`src/rtl/ct_l2cache_data_access_ctrl.sv`:
```
// L2 data-array access sequencer: splits 64-byte line requests into four 128-bit
// SRAM beats and returns read beats through a 2-entry FIFO with valid/ready.
module ct_l2cache_data_access_ctrl #(
  parameter int unsigned DATA_INDEX_WIDTH = 13
) (
  input  logic                        forever_cpuclk,
  input  logic                        cpurst,
  input  logic                        req_vld,
  output logic                        req_ready,
  input  logic                        req_wr,
  input  logic [DATA_INDEX_WIDTH-3:0] req_idx,
  input  logic [511:0]                req_wdata,
  input  logic [63:0]                 req_wstrb,
  output logic                        rd_vld,
  input  logic                        rd_ready,
  output logic [127:0]                rd_data,
  output logic [1:0]                  rd_beat,
  output logic                        rd_last,
  output logic                        ctrl_busy,
  output logic                        data_cen,
  output logic                        data_gwen,
  output logic [127:0]                data_wen,
  output logic [DATA_INDEX_WIDTH-1:0] data_idx,
  output logic [127:0]                data_din,
  input  logic [127:0]                data_dout
);

  typedef enum logic [1:0] {IDLE, READ, WRITE} state_t;

  state_t                      state_q, state_d;
  logic [DATA_INDEX_WIDTH-3:0] idx_q;
  logic [511:0]                wdata_q;
  logic [63:0]                 wstrb_q;
  logic [1:0]                  beat_q;
  logic                        pend_q;
  logic [1:0]                  pend_beat_q;
  logic [127:0]                fifo_data [2];
  logic [1:0]                  fifo_beat [2];
  logic                        rd_ptr_q, wr_ptr_q;
  logic [1:0]                  cnt_q;

  logic        accept, pop, push, rd_issue, beat_adv;
  logic [2:0]  occ;
  logic [15:0] beat_strb;

  assign req_ready = (state_q == IDLE);
  assign accept    = req_vld && req_ready;
  assign rd_vld    = (cnt_q != 2'd0);
  assign pop       = rd_vld && rd_ready;
  assign push      = pend_q;
  assign rd_data   = fifo_data[rd_ptr_q];
  assign rd_beat   = fifo_beat[rd_ptr_q];
  assign rd_last   = (rd_beat == 2'd3);
  assign ctrl_busy = (state_q != IDLE) || rd_vld || pend_q;

  // Slots already committed after this cycle's pop; a new read needs one free.
  assign occ       = {1'b0, cnt_q} + {2'b0, pend_q} - {2'b0, pop};
  assign rd_issue  = (state_q == READ) && (occ < 3'd2);

  // beat_q stays on 3 after the last beat so address/data hold while IDLE.
  assign beat_adv  = ((state_q == WRITE) || rd_issue) && (beat_q != 2'd3);

  assign beat_strb = wstrb_q[{beat_q, 4'b0000} +: 16];
  assign data_idx  = {idx_q, beat_q};
  assign data_din  = wdata_q[{beat_q, 7'b0000000} +: 128];

  always_comb begin
    state_d   = state_q;
    data_cen  = 1'b1;
    data_gwen = 1'b1;
    data_wen  = '1;
    case (state_q)
      IDLE: begin
        if (req_vld) state_d = req_wr ? WRITE : READ;
      end
      READ: begin
        if (rd_issue) begin
          data_cen = 1'b0;
          if (beat_q == 2'd3) state_d = IDLE;
        end
      end
      WRITE: begin
        data_gwen = 1'b0;
        data_cen  = ~(|beat_strb);
        for (int unsigned k = 0; k < 16; k++) begin
          data_wen[8*k +: 8] = {8{~beat_strb[k]}};
        end
        if (beat_q == 2'd3) state_d = IDLE;
      end
      default: state_d = IDLE;
    endcase
  end

  always_ff @(posedge forever_cpuclk) begin
    if (cpurst) begin
      state_q      <= IDLE;
      idx_q        <= '0;
      wdata_q      <= '0;
      wstrb_q      <= '0;
      beat_q       <= '0;
      pend_q       <= 1'b0;
      pend_beat_q  <= '0;
      fifo_data[0] <= '0;
      fifo_data[1] <= '0;
      fifo_beat[0] <= '0;
      fifo_beat[1] <= '0;
      rd_ptr_q     <= 1'b0;
      wr_ptr_q     <= 1'b0;
      cnt_q        <= '0;
    end else begin
      assert (!(push && !pop && cnt_q == 2'd2));
      state_q <= state_d;
      if (accept) begin
        idx_q   <= req_idx;
        wdata_q <= req_wdata;
        wstrb_q <= req_wstrb;
        beat_q  <= '0;
      end else if (beat_adv) begin
        beat_q <= beat_q + 2'd1;
      end
      pend_q      <= rd_issue;
      pend_beat_q <= beat_q;
      if (push) begin
        fifo_data[wr_ptr_q] <= data_dout;
        fifo_beat[wr_ptr_q] <= pend_beat_q;
        wr_ptr_q            <= ~wr_ptr_q;
      end
      if (pop) rd_ptr_q <= ~rd_ptr_q;
      cnt_q <= cnt_q + {1'b0, push} - {1'b0, pop};
    end
  end

endmodule
```
`config.mk`:
```
export PLATFORM = sky130hd
export DESIGN_NAME = ct_l2cache_data_access_ctrl
export DESIGN_NICKNAME = d
export VERILOG_FILES = /design/src/rtl/ct_l2cache_data_access_ctrl.sv
export SDC_FILE = /design/constraint.sdc
export NUM_CORES = 2
export LEC_CHECK = 0
export ABC_AREA = 1
export BUFFER_PORTS_ARGS = -buffer_cell sky130_fd_sc_hd__buf_2
export CAP_MARGIN = 15
export CORE_AREA = 2 2 437 439
export CTS_CLUSTER_SIZE = 40
export DETAILED_ROUTE_END_ITERATION = 12
export DIE_AREA = 0 0 439 441
export PLACE_DENSITY = 0.39
export SLEW_MARGIN = 30
export SYNTH_ARGS = -nofsm -noshare
export SYNTH_HDL_FRONTEND = slang
export SYNTH_SLANG_ARGS = --single-unit
```
`constraint.sdc`:
```
create_clock -name forever_cpuclk -period 5.65 [get_ports forever_cpuclk]
set_input_delay 0.565 -clock forever_cpuclk [delete_from_list [all_inputs] [get_ports forever_cpuclk]]
set_output_delay 0.565 -clock forever_cpuclk [all_outputs]
set_load 0.005 [all_outputs]
```
# Word-level counts from Yosys, hierarchy flattened
# Memory sizes are Yosys's and may differ from the RTL's. A register that Yosys moved wholly into a read port is not among the register bits.
# Index checks and enable logic that the tools add are counted.
# op_classes
n_mux	24
addsub	5
bitwise_logic	19
eq_ne	7
shift	2
reduce_logical	15
order_cmp	1
# op_table
cell	count
$shiftx A512 B10 Y128	1
$mux W128	2
$reduce_or A128 Y1	1
$shiftx A64 B7 Y16	1
$not A1 Y1	19
$reduce_or A16 Y1	1
$mux W1	15
$mux W2	5
$eq A2 B2 Y1 const B	3
$ne A2 B2 Y1 const B	3
$pmux W2 S3	1
$logic_and A1 B1 Y1	4
$reduce_bool A2 Y1	2
$reduce_or A2 Y1	2
$add A2 B1 Y3	1
$logic_or A1 B1 Y1	3
$lt A3 B2 Y1 const B	1
$sub A3 B1 Y3	1
$add A2 B1 Y2	1
$add A2 B1 Y2 const B	1
$eq A2 B1 Y1 const B	1
$logic_not A2 Y1	1
$pmux W1 S2	1
$reduce_and A2 Y1	1
$sub A2 B1 Y2	1
# word_totals
mem_count	2
word_cells	85
ramBits	260
ff_bits	598
# memory_table
name	words	width	rd	rd_ports_with_merged_regs	wr	line_no	text
fifo_data	2	128	1	1	2	37	logic [127:0] fifo_data [2];
fifo_beat	2	2	1	1	2	38	logic [1:0] fifo_beat [2];

# Longest topological paths before layout
# logic_depth
word_depth	7
depth_mapped	16
ltp_nobuf	16

# Worst setup path before layout
# OpenSTA, ideal clock, no wires.
# synth_timing
path_kind	input -> register
startpoint	in cpurst
endpoint	mem fifo_beat[1][0], enable pin
path_slack_ps	1091
cell_stages	6
setup_ps	494
t_arrival_ps	4065
cell_sequence	buf_2 > inv_2 > nand3_1 > buf_2 > buf_2 > nand2_1
# synth_rtl
item	line_no	text
from (decl)	7	input logic cpurst,
to (decl)	38	

# Final worst setup path
# layout_timing
startpoint	reg beat_q[0]
endpoint	out data_din[14]
# layout_between
elab_chain_len	1
# layout_rtl
item	line_no	text
from (decl)	34	logic [1:0] beat_q;
from (signal assigned)	119	beat_q <= beat_q + 2'd1;
$shiftx A512 B10 Y128	65	assign data_din = wdata_q[{beat_q, 7'b0000000} +: 128];
to (decl)	24	output logic [127:0] data_din,
# No other way between the ends.

==> impl_metrics.env <==
export IMPL_cts_resized=0
export IMPL_synth_simple_area_share=0.1929
export IMPL_synth_cell_types=25
export IMPL_slew_headroom=0.2685
export IMPL_yosys_warnings=0
export IMPL_syn_area_um2=36450
export IMPL_start_kind="flop"
export IMPL_p_comb_frac=0.235
export IMPL_internal_power_mw=12.72
export IMPL_fmax_mhz=256.0
export IMPL_fin_tns_setup_ns=0
export IMPL_arrival_ns=3.34
export IMPL_wl_per_cell_um=18.83
export IMPL_drtPass1Iterations=5
export IMPL_p_seq_frac=0.398
export IMPL_setup_viol=0
export IMPL_sw_frac_of_total=0.3145
export IMPL_hold_path_class="in -> reg"
export IMPL_coreArea_um2=189200
export IMPL_gp_congestion=0.8177
export IMPL_p_leak_nw=21.53
export IMPL_p_sw_mw=5.838
export IMPL_status="completed"
export IMPL_pin_count=1125
export IMPL_fillers=21080
export IMPL_clock_sinks=859
export IMPL_tritoncts="yes"
export IMPL_seq_area_frac_synth=0.5431
export IMPL_die_w_um=439
export IMPL_vdd_drop_max_mv=0.2519
export IMPL_synth_top_area_frac=0.3290
export IMPL_drt_total_wl_mm=153.2
export IMPL_synth_top_family_by_area="simple AND/OR/NAND/NOR gates"
export IMPL_met2_usage=0.2670
export IMPL_portBuffers=1124
export IMPL_yosys_register_bits=859
export IMPL_clk_pin_slew_ns=0.06
export IMPL_seq_area_um2=19810
export IMPL_clk_path_buf_depth=3
export IMPL_synth_compound_area_frac=0.1409
export IMPL_syn_avg_cell_area_um2=8.199
export IMPL_grt_pass1_vias=33610
export IMPL_synth_main_ff_cell="dfxtp_1"
export IMPL_period_minus_slack_ns=3.907
export IMPL_grt_overflow=0
export IMPL_power_density_nw_per_um2=375.4
export IMPL_grt_busiest_layer="met2"
export IMPL_crit_fanout=90
export IMPL_clock_latency_ns=0.73
export IMPL_multi_input_area_um2=13750
export IMPL_synthCells=4446
export IMPL_clkPwrFrac=0.367
export IMPL_drv_cap=0
export IMPL_rows=160
export IMPL_period_share=0.6914
export IMPL_die_area_um2=193600
export IMPL_finalMaxSlewViolations=0
export IMPL_hold_viol_final=0
export IMPL_start_util=0.1927
export IMPL_ant_nets=0
export IMPL_finalNetCount=6245
export IMPL_dp_hpwl_mm=105.3
export IMPL_via_per_inst=4.199
export IMPL_synth_adder_area_share=0.002609
export IMPL_yosys_area_top_type="dfxtp_1"
export IMPL_worstSetupPathType="reg -> out"
export IMPL_dr_first_iter_drc_count=1770
export IMPL_synth_area_leaders="dfxtp_1, edfxtp_1, nor2_1"
export IMPL_syn_to_final_growth_pct=35.64
export IMPL_worstSetupEndpointType="output pin"
export IMPL_grt_usage=0.1512
export IMPL_met1_usage=0.1730
export IMPL_hold_ws_ns=0.09177
export IMPL_synth_fp_nets=5173
export IMPL_drive_gt1_frac=0.2602
export IMPL_synth_edff_count=260
export IMPL_die_height_um=441
export IMPL_drc=0
export IMPL_rsz0062_at_grt="false"
export IMPL_htree_levels=3
export IMPL_post_cts_buffers=0
export IMPL_cts_made_buffers=106
export IMPL_grt_max_degree=186
export IMPL_critPathRequiredTime_ns=5.09
export IMPL_worstMarginPinSlew_ns=1.097
export IMPL_synthXorXnorAreaFrac=0
export IMPL_fin_worst_skew_ns=0.01526
export IMPL_use_met3=0.04769
export IMPL_async_reset_ff_frac=0
export IMPL_rrSetupSlack_ns=2.77
export IMPL_grt_pass1_wl_mm=221.1
export IMPL_antenna_found_initial=82
export IMPL_routed_via_count=34170
export IMPL_cts_root_buffer="clkbuf_16"
export IMPL_muxShareOfSynthArea=0.03954
[per-layer routing]
layer  routed length, um  part of all wire  up-vias
li1                    -                 -    16660
met1               61500              0.40    16200
met2               76570              0.50      956
met3               10630             0.069      278
met4                3999             0.026       72
met5                 479            0.0031        -
[cells in the final DEF, fill, tap and decap left out, drive strengths merged, types with 48 or more instances in the layout]
cell	count
o22ai	128
buf	1164
nor2	1702
edfxtp	260
mux2	128
nand2	105
nand3	48
o21ai	851
inv	163
clkbuf	162
dlygate4sd3	248
dfxtp	599
[cell type report]
cell class | count | share of cell area
Tap cell | 2511 | 0.06354
Clock inverter | 24 | 0.005694
Timing Repair Buffer | 1412 | 0.1744
Multi-Input combinational cell | 2982 | 0.2781
Clock buffer | 162 | 0.06364
Inverter | 157 | 0.01248
Sequential cell | 859 | 0.4007
Antenna cell | 30 | 0.001518
[metrics by stage]
stage / total power [mW] / cells / setup WS [ns] / utilization / cell area (um2)
finish: 18.56 / 8137 / 1.743 / 0.2614 / 49440
global route: 19.65 / 8129 / 1.528 / 0.2613 / 49420
CTS: 18.95 / 8107 / 1.645 / 0.2610 / 49370
detailed placement: 11.84 / 7673 / 2.228 / 0.2297 / 43460
global placement: 11.83 / 7673 / 2.234 / 0.2297 / 43460
floorplan: 9.925 / 4446 / 1.091 / - / 36450
[power groups by stage]
stage,Clock [mW],Sequential [mW],Combinational [mW]
floorplan,0,7.38,2.54
CTS,7.08,7.40,4.48
detailed placement,0,7.53,4.31
global route,7.28,7.47,4.89
finish,6.81,7.39,4.36
global placement,0,7.51,4.31
[path summary, 6_finish.rpt]
path             startpoint           end  depth (start not counted)
max               beat_q[0]  data_din[14]                          5
min          req_wdata[353]  wdata_q[353]                          3
max reg2reg      state_q[0]  wdata_q[440]                          7
min reg2reg        rd_ptr_q      rd_ptr_q                          1
[worst max-delay path, cell delays in order, from the launching register on]
cell and delay (ns):
dfxtp_4 0.50, inv_8 0.50, buf_4 0.66, o21ai_0 0.18, o22ai_1 0.40, buf_2 0.20
[repair_timing]
item                                    4_1_cts  5_1_grt
hold buffers                                248        0
endpoints found under the setup margin        0        0
endpoints found under the hold margin       248        0
[Yosys cell counts (6+ instances only)]
cell type / count
o22ai_1: 128
edfxtp_1: 260
buf_4: 123
ha_1: 6
buf_2: 143
nand3_1: 48
inv_1: 153
o21ai_0: 846
a21oi_1: 8
nand2_1: 104
dfxtp_1: 599
mux2_2: 128
clkbuf_1: 176
nor2_1: 1702
[cell families (layout without fill, tap and decap cells)]
family | count (synthesis) | count (layout)
and+or+nand+nor | 1856 | 1856
AOI/OAI and AO/OA | 991 | 991
DFF | 859 | 859
buffers and inverters | 605 | 1755
muxes | 128 | 128
adders and majority gates | 7 | 7
other | 0 | 30
[flip-flops by register name (all words and copies together), names as in the netlist, named ones only]
name	flops
wdata_q	512
fifo_data	256
wstrb_q	64
idx_q	11
fifo_beat	4
beat_q	2
cnt_q	2
pend_beat_q	2
state_q	2
pend_q	1
rd_ptr_q	1
wr_ptr_q	1
No activity file was read; power rests on OpenSTA's default activity.
